File: config.mk
export PLATFORM = sky130hd
export DESIGN_NAME = rr_packet_arbiter
export DESIGN_NICKNAME = d
export VERILOG_FILES = /design/src/rtl/rr_packet_arbiter.sv
export SDC_FILE = /design/constraint.sdc
export NUM_CORES = 1
export LEC_CHECK = 0
export ABC_AREA = 1
export BUFFER_PORTS_ARGS = -buffer_cell sky130_fd_sc_hd__buf_2
export CAP_MARGIN = 20
export CORE_ASPECT_RATIO = 1.2
export CORE_MARGIN = 3
export CORE_UTILIZATION = 40
export CTS_CLUSTER_DIAMETER = 60
export CTS_CLUSTER_SIZE = 30
export DETAILED_ROUTE_END_ITERATION = 12
export HOLD_SLACK_MARGIN = 0.08
export MAX_ROUTING_LAYER = met4
export SLEW_MARGIN = 5
export SYNTH_ARGS = -nofsm -noshare
export SYNTH_HDL_FRONTEND = slang
export SYNTH_SLANG_ARGS = --single-unit
export TNS_END_PERCENT = 5
File: constraint.sdc
create_clock -name clk_i -period 1.6 [get_ports clk_i]
set_clock_uncertainty 0.1 [all_clocks]
set_input_delay 0.16 -clock clk_i [delete_from_list [all_inputs] [get_ports clk_i]]
set_output_delay 0.16 -clock clk_i [all_outputs]
set_load 0.02 [all_outputs]
File: src/rtl/rr_packet_arbiter.sv
// N-way round-robin arbiter that holds each grant for a whole packet until release.
// Optional ARB_BACK_TO_BACK_EN re-arbitrates on the release edge, removing the idle bubble.
module rr_packet_arbiter #(
  parameter int unsigned N_REQ = 4,
  parameter int unsigned IDX_W = 2
) (
  input  logic             clk_i,
  input  logic             reset_i,
  input  logic [N_REQ-1:0] req_i,
  input  logic             release_i,
  output logic             grant_valid_o,
  output logic [N_REQ-1:0] grant_onehot_o,
  output logic [IDX_W-1:0] grant_idx_o,
  output logic             locked_o
);

  typedef enum logic [0:0] {StIdle, StBusy} state_e;

  state_e           state_q, state_d;
  logic [IDX_W-1:0] ptr_q, ptr_d;
  logic [IDX_W-1:0] idx_q, idx_d;
  logic [N_REQ-1:0] onehot_q, onehot_d;
  logic [IDX_W-1:0] next_ptr;
  logic [IDX_W-1:0] search_ptr;
  logic [IDX_W-1:0] cand;
  logic [IDX_W-1:0] arb_idx;
  logic             arb_found;

  // Explicit wrap so non-power-of-two N_REQ never lets the pointer escape the range.
  assign next_ptr = (idx_q == IDX_W'(N_REQ - 1)) ? '0 : idx_q + 1'b1;

`ifdef ARB_BACK_TO_BACK_EN
  assign search_ptr = (state_q == StBusy) ? next_ptr : ptr_q;
`else
  assign search_ptr = ptr_q;
`endif

  always_comb begin
    arb_found = 1'b0;
    arb_idx   = '0;
    cand      = '0;
    for (int unsigned off = 0; off < N_REQ; off++) begin
      if (32'(search_ptr) + off >= N_REQ) begin
        cand = IDX_W'(32'(search_ptr) + off - N_REQ);
      end else begin
        cand = IDX_W'(32'(search_ptr) + off);
      end
      if (!arb_found && req_i[cand]) begin
        arb_found = 1'b1;
        arb_idx   = cand;
      end
    end
  end

  always_comb begin
    state_d  = state_q;
    ptr_d    = ptr_q;
    idx_d    = idx_q;
    onehot_d = onehot_q;
    unique case (state_q)
      StIdle: begin
        if (arb_found) begin
          state_d  = StBusy;
          idx_d    = arb_idx;
          onehot_d = N_REQ'(1) << arb_idx;
        end
      end
      StBusy: begin
        if (release_i) begin
          state_d  = StIdle;
          ptr_d    = next_ptr;
          onehot_d = '0;
`ifdef ARB_BACK_TO_BACK_EN
          if (arb_found) begin
            state_d  = StBusy;
            idx_d    = arb_idx;
            onehot_d = N_REQ'(1) << arb_idx;
          end
`endif
        end
      end
      default: state_d = StIdle;
    endcase
  end

  always_ff @(posedge clk_i or posedge reset_i) begin
    if (reset_i) begin
      state_q  <= StIdle;
      ptr_q    <= '0;
      idx_q    <= '0;
      onehot_q <= '0;
    end else begin
      state_q  <= state_d;
      ptr_q    <= ptr_d;
      idx_q    <= idx_d;
      onehot_q <= onehot_d;
    end
  end

  assign grant_valid_o  = (state_q == StBusy);
  assign locked_o       = (state_q == StBusy);
  assign grant_onehot_o = onehot_q;
  assign grant_idx_o    = idx_q;

endmodule

==> flow_metrics.tcl <==
set metrics [dict create \
    wl_mm 1.694 \
    ys_top_cells_by_count "nand2_1 (32), nand3_1 (14), inv_1 (10)" \
    cts_buffer_depth 2 \
    grt_antenna_before_repair 0 \
    first_pass_iters 4 \
    synth_seq_area_share 0.3098 \
    final.setup.worst_slack_ps -31.69 \
    fmax_mhz 612.9 \
    worstMarginPinSlew_ps 334.1 \
    crit_path_max_fanout 8 \
    synth_flop_cell "dfrtp_1" \
    yosysMostFrequentCell "nand2_1" \
    drt_iter0_drc 2 \
    gr-total-overflow 0 \
    ir_drop_uv 991.9 \
    cts.clk_slew.worst_paths_ps 60 \
    status "complete, but fails checks" \
    die-width_um 44.92 \
    cts_buffers 3 \
    vias 741 \
    synth.yosys.warnings 0 \
    grt_use_total 0.1566 \
    async_flop_share 1.000 \
    setup_tns_ps -113.7 \
    hold_class "input port to async pin" \
    io_pins 15 \
    wire_per_inst_um 11.37 \
    antenna-diode-count 0 \
    yosys.area.top_type "dfrtp_1" \
    initial_core_util 0.4323 \
    placedCellCount 137 \
    htreeDepth 1 \
    netlist_area_um2 726.9 \
    io_buffers 14 \
    synth_edf_count 0 \
    power_leakage_nw 0.5625 \
    finalSetupViolCount 5 \
    ys_seq_elements 9 \
    grt_start_max_net_pins 11 \
    drive_gt1_frac 0.5115 \
    start_kind "register" \
    yosysTopAreaCellShare 0.3098 \
    final.period_utilization 1.020 \
    dpl_cell_area_um2 845.8 \
    fin_area_um2 1021 \
    cap_viol_max_count 0 \
    final_util 0.6071 \
    fin_nets 140 \
    crit_path_end_kind "register" \
    fin_crit_ps 1632 \
    cellPowerDensity_nw_per_um2 2489 \
    fp-row-count 16 \
    hpwl_mm 1.202 \
    critical_path_class "register to register" \
    required_ps 1650 \
    die_area_um2 2367 \
    cts_sinks 9 \
    tritoncts "done" \
    syn_nets 109 \
    final_cells 149 \
    clk_latency_ps 260 \
    routabilityCongestion 0.8238 \
    power.total_w 0.002541 \
    yosysUniqueCellTypes 23 \
    placeableCoreArea_um2 1682 \
    hold_viol 0 \
    failed_checks "negative setup slack" \
    grt_pass1_wl_mm 2.656 \
    syn_avg_cell_area_um2 7.197 \
    syn_inst 101 \
    die_h_um 52.70 \
    area_delta_synth_final_pct 40.45 \
    rsz0062_at_grt "true" \
    ant_nets 0 \
    critical_path_arrival_ps 1680 \
    drcViolationCount 0 \
    grt_pass1_vias 648 \
    cts_root_buffer "clkbuf_4" \
    ys_top_cells_by_area "dfrtp_1 (31%), nand2_1 (17%), nand3_1 (9.6%), nand2_2 (7.7%), inv_1 (5.2%)" \
    finalMaxSlewViolations 0 \
    max_slew_margin 0.7770 \
    viasPerCell 4.973 \
]
## cells by family (layout without fill, tap and decap cells)
group,after synthesis,count (layout),synth area share
buffers and inverters,14,43,0.08779
adder cells (fa/ha/maj),1,1,0.01721
flip-flops,9,9,0.3098
AO/OA/AOI/OAI,8,8,0.06025
AND/OR/NAND/NOR,69,70,0.5250
## state kept, by name, indices dropped and copies added (netlist names)
name            flops
grant_onehot_o      4
grant_valid_o       1
grant_idx_o         2
ptr_q               2
## per-stage QoR
step,hold WS [ps],setup slack [ps]
after CTS,301.6,-39.68
after detailed placement,38.50,-33.78
after floorplan,-112.1,105.5
after global routing,317.3,-137.9
final,299.3,-31.69
after global placement,31.92,-29.04
## routing by layer
metal	wire length (um)	global-route usage
met5	0	-
met1	748	0.1946
met3	47	0.02062
met4	38	0.08780
met2	859	0.2416
## worst max-delay path: stages (launching register included)
cell	delay [ps]
dfrtp_2	450
buf_6	130
nand2_2	60
nand2_2	70
nand2_2	90
nand2_4	70
nor2_8	170
nand2_2	90
nor2_4	100
nor2_4	50
nand3b_1	70
nand2_1	50
## cell usage in the layout (no fill, tap or decap), types with 3 or more instances in the layout
cell | Yosys | final
buf_4 | 1 | 9
nand3_2 | 2 | 5
nand2_2 | 9 | 19
nand3_1 | 14 | 10
nand2_4 | 3 | 3
dfrtp_1 | 9 | 8
o21ai_1 | 2 | 3
nand2_1 | 32 | 23
clkbuf_4 | 0 | 3
buf_2 | 0 | 14
inv_1 | 10 | 9
## timing repair
| action | CTS | global route |
|---|---|---|
| endpoints found under the setup margin | 6 | 7 |
| resized for setup | 7 | 19 |
| buffers inserted | 2 | 3 |
| gates cloned | 0 | 1 |
| hold buffers | 2 | 0 |
| pin swaps | 10 | 10 |
| endpoints found under the hold margin | 10 | 0 |
## area by class of cell
cell class                 count  area [um^2]
tap                           18        22.52
timing repair buffer          27        180.2
multi-input combinational     79        518.0
clock buffer                   4        26.28
fill                         159        660.6
inverter                      12        47.55
sequential                     9        226.5
## power by group
group | internal, W | switching [W] | leakage, nW
Combinational | 0.000774 | 0.00118 | 0.436
Sequential | 0.000331 | 0.0000893 | 0.111
Clock | 0.0000959 | 0.0000755 | 0.0150
## path summary, 6_finish.rpt
kind,startpoint,endpoint,slack (ps),cells past startpoint
setup / recovery,ptr_q[0]$_DFFE_PP0P_,grant_onehot_o[0]$_DFFE_PP0P_,-30,11
hold / removal,reset_i,grant_onehot_o[0]$_DFFE_PP0P_,300,3
setup reg to reg,ptr_q[0]$_DFFE_PP0P_,grant_onehot_o[0]$_DFFE_PP0P_,-30,11
hold reg to reg,grant_onehot_o[2]$_DFFE_PP0P_,grant_onehot_o[2]$_DFFE_PP0P_,410,2
max in group asynchronous,reset_i,ptr_q[0]$_DFFE_PP0P_,830,3
min in group clk_i,grant_onehot_o[2]$_DFFE_PP0P_,grant_onehot_o[2]$_DFFE_PP0P_,410,2
Note: power is estimated with default switching activity, not from simulation.
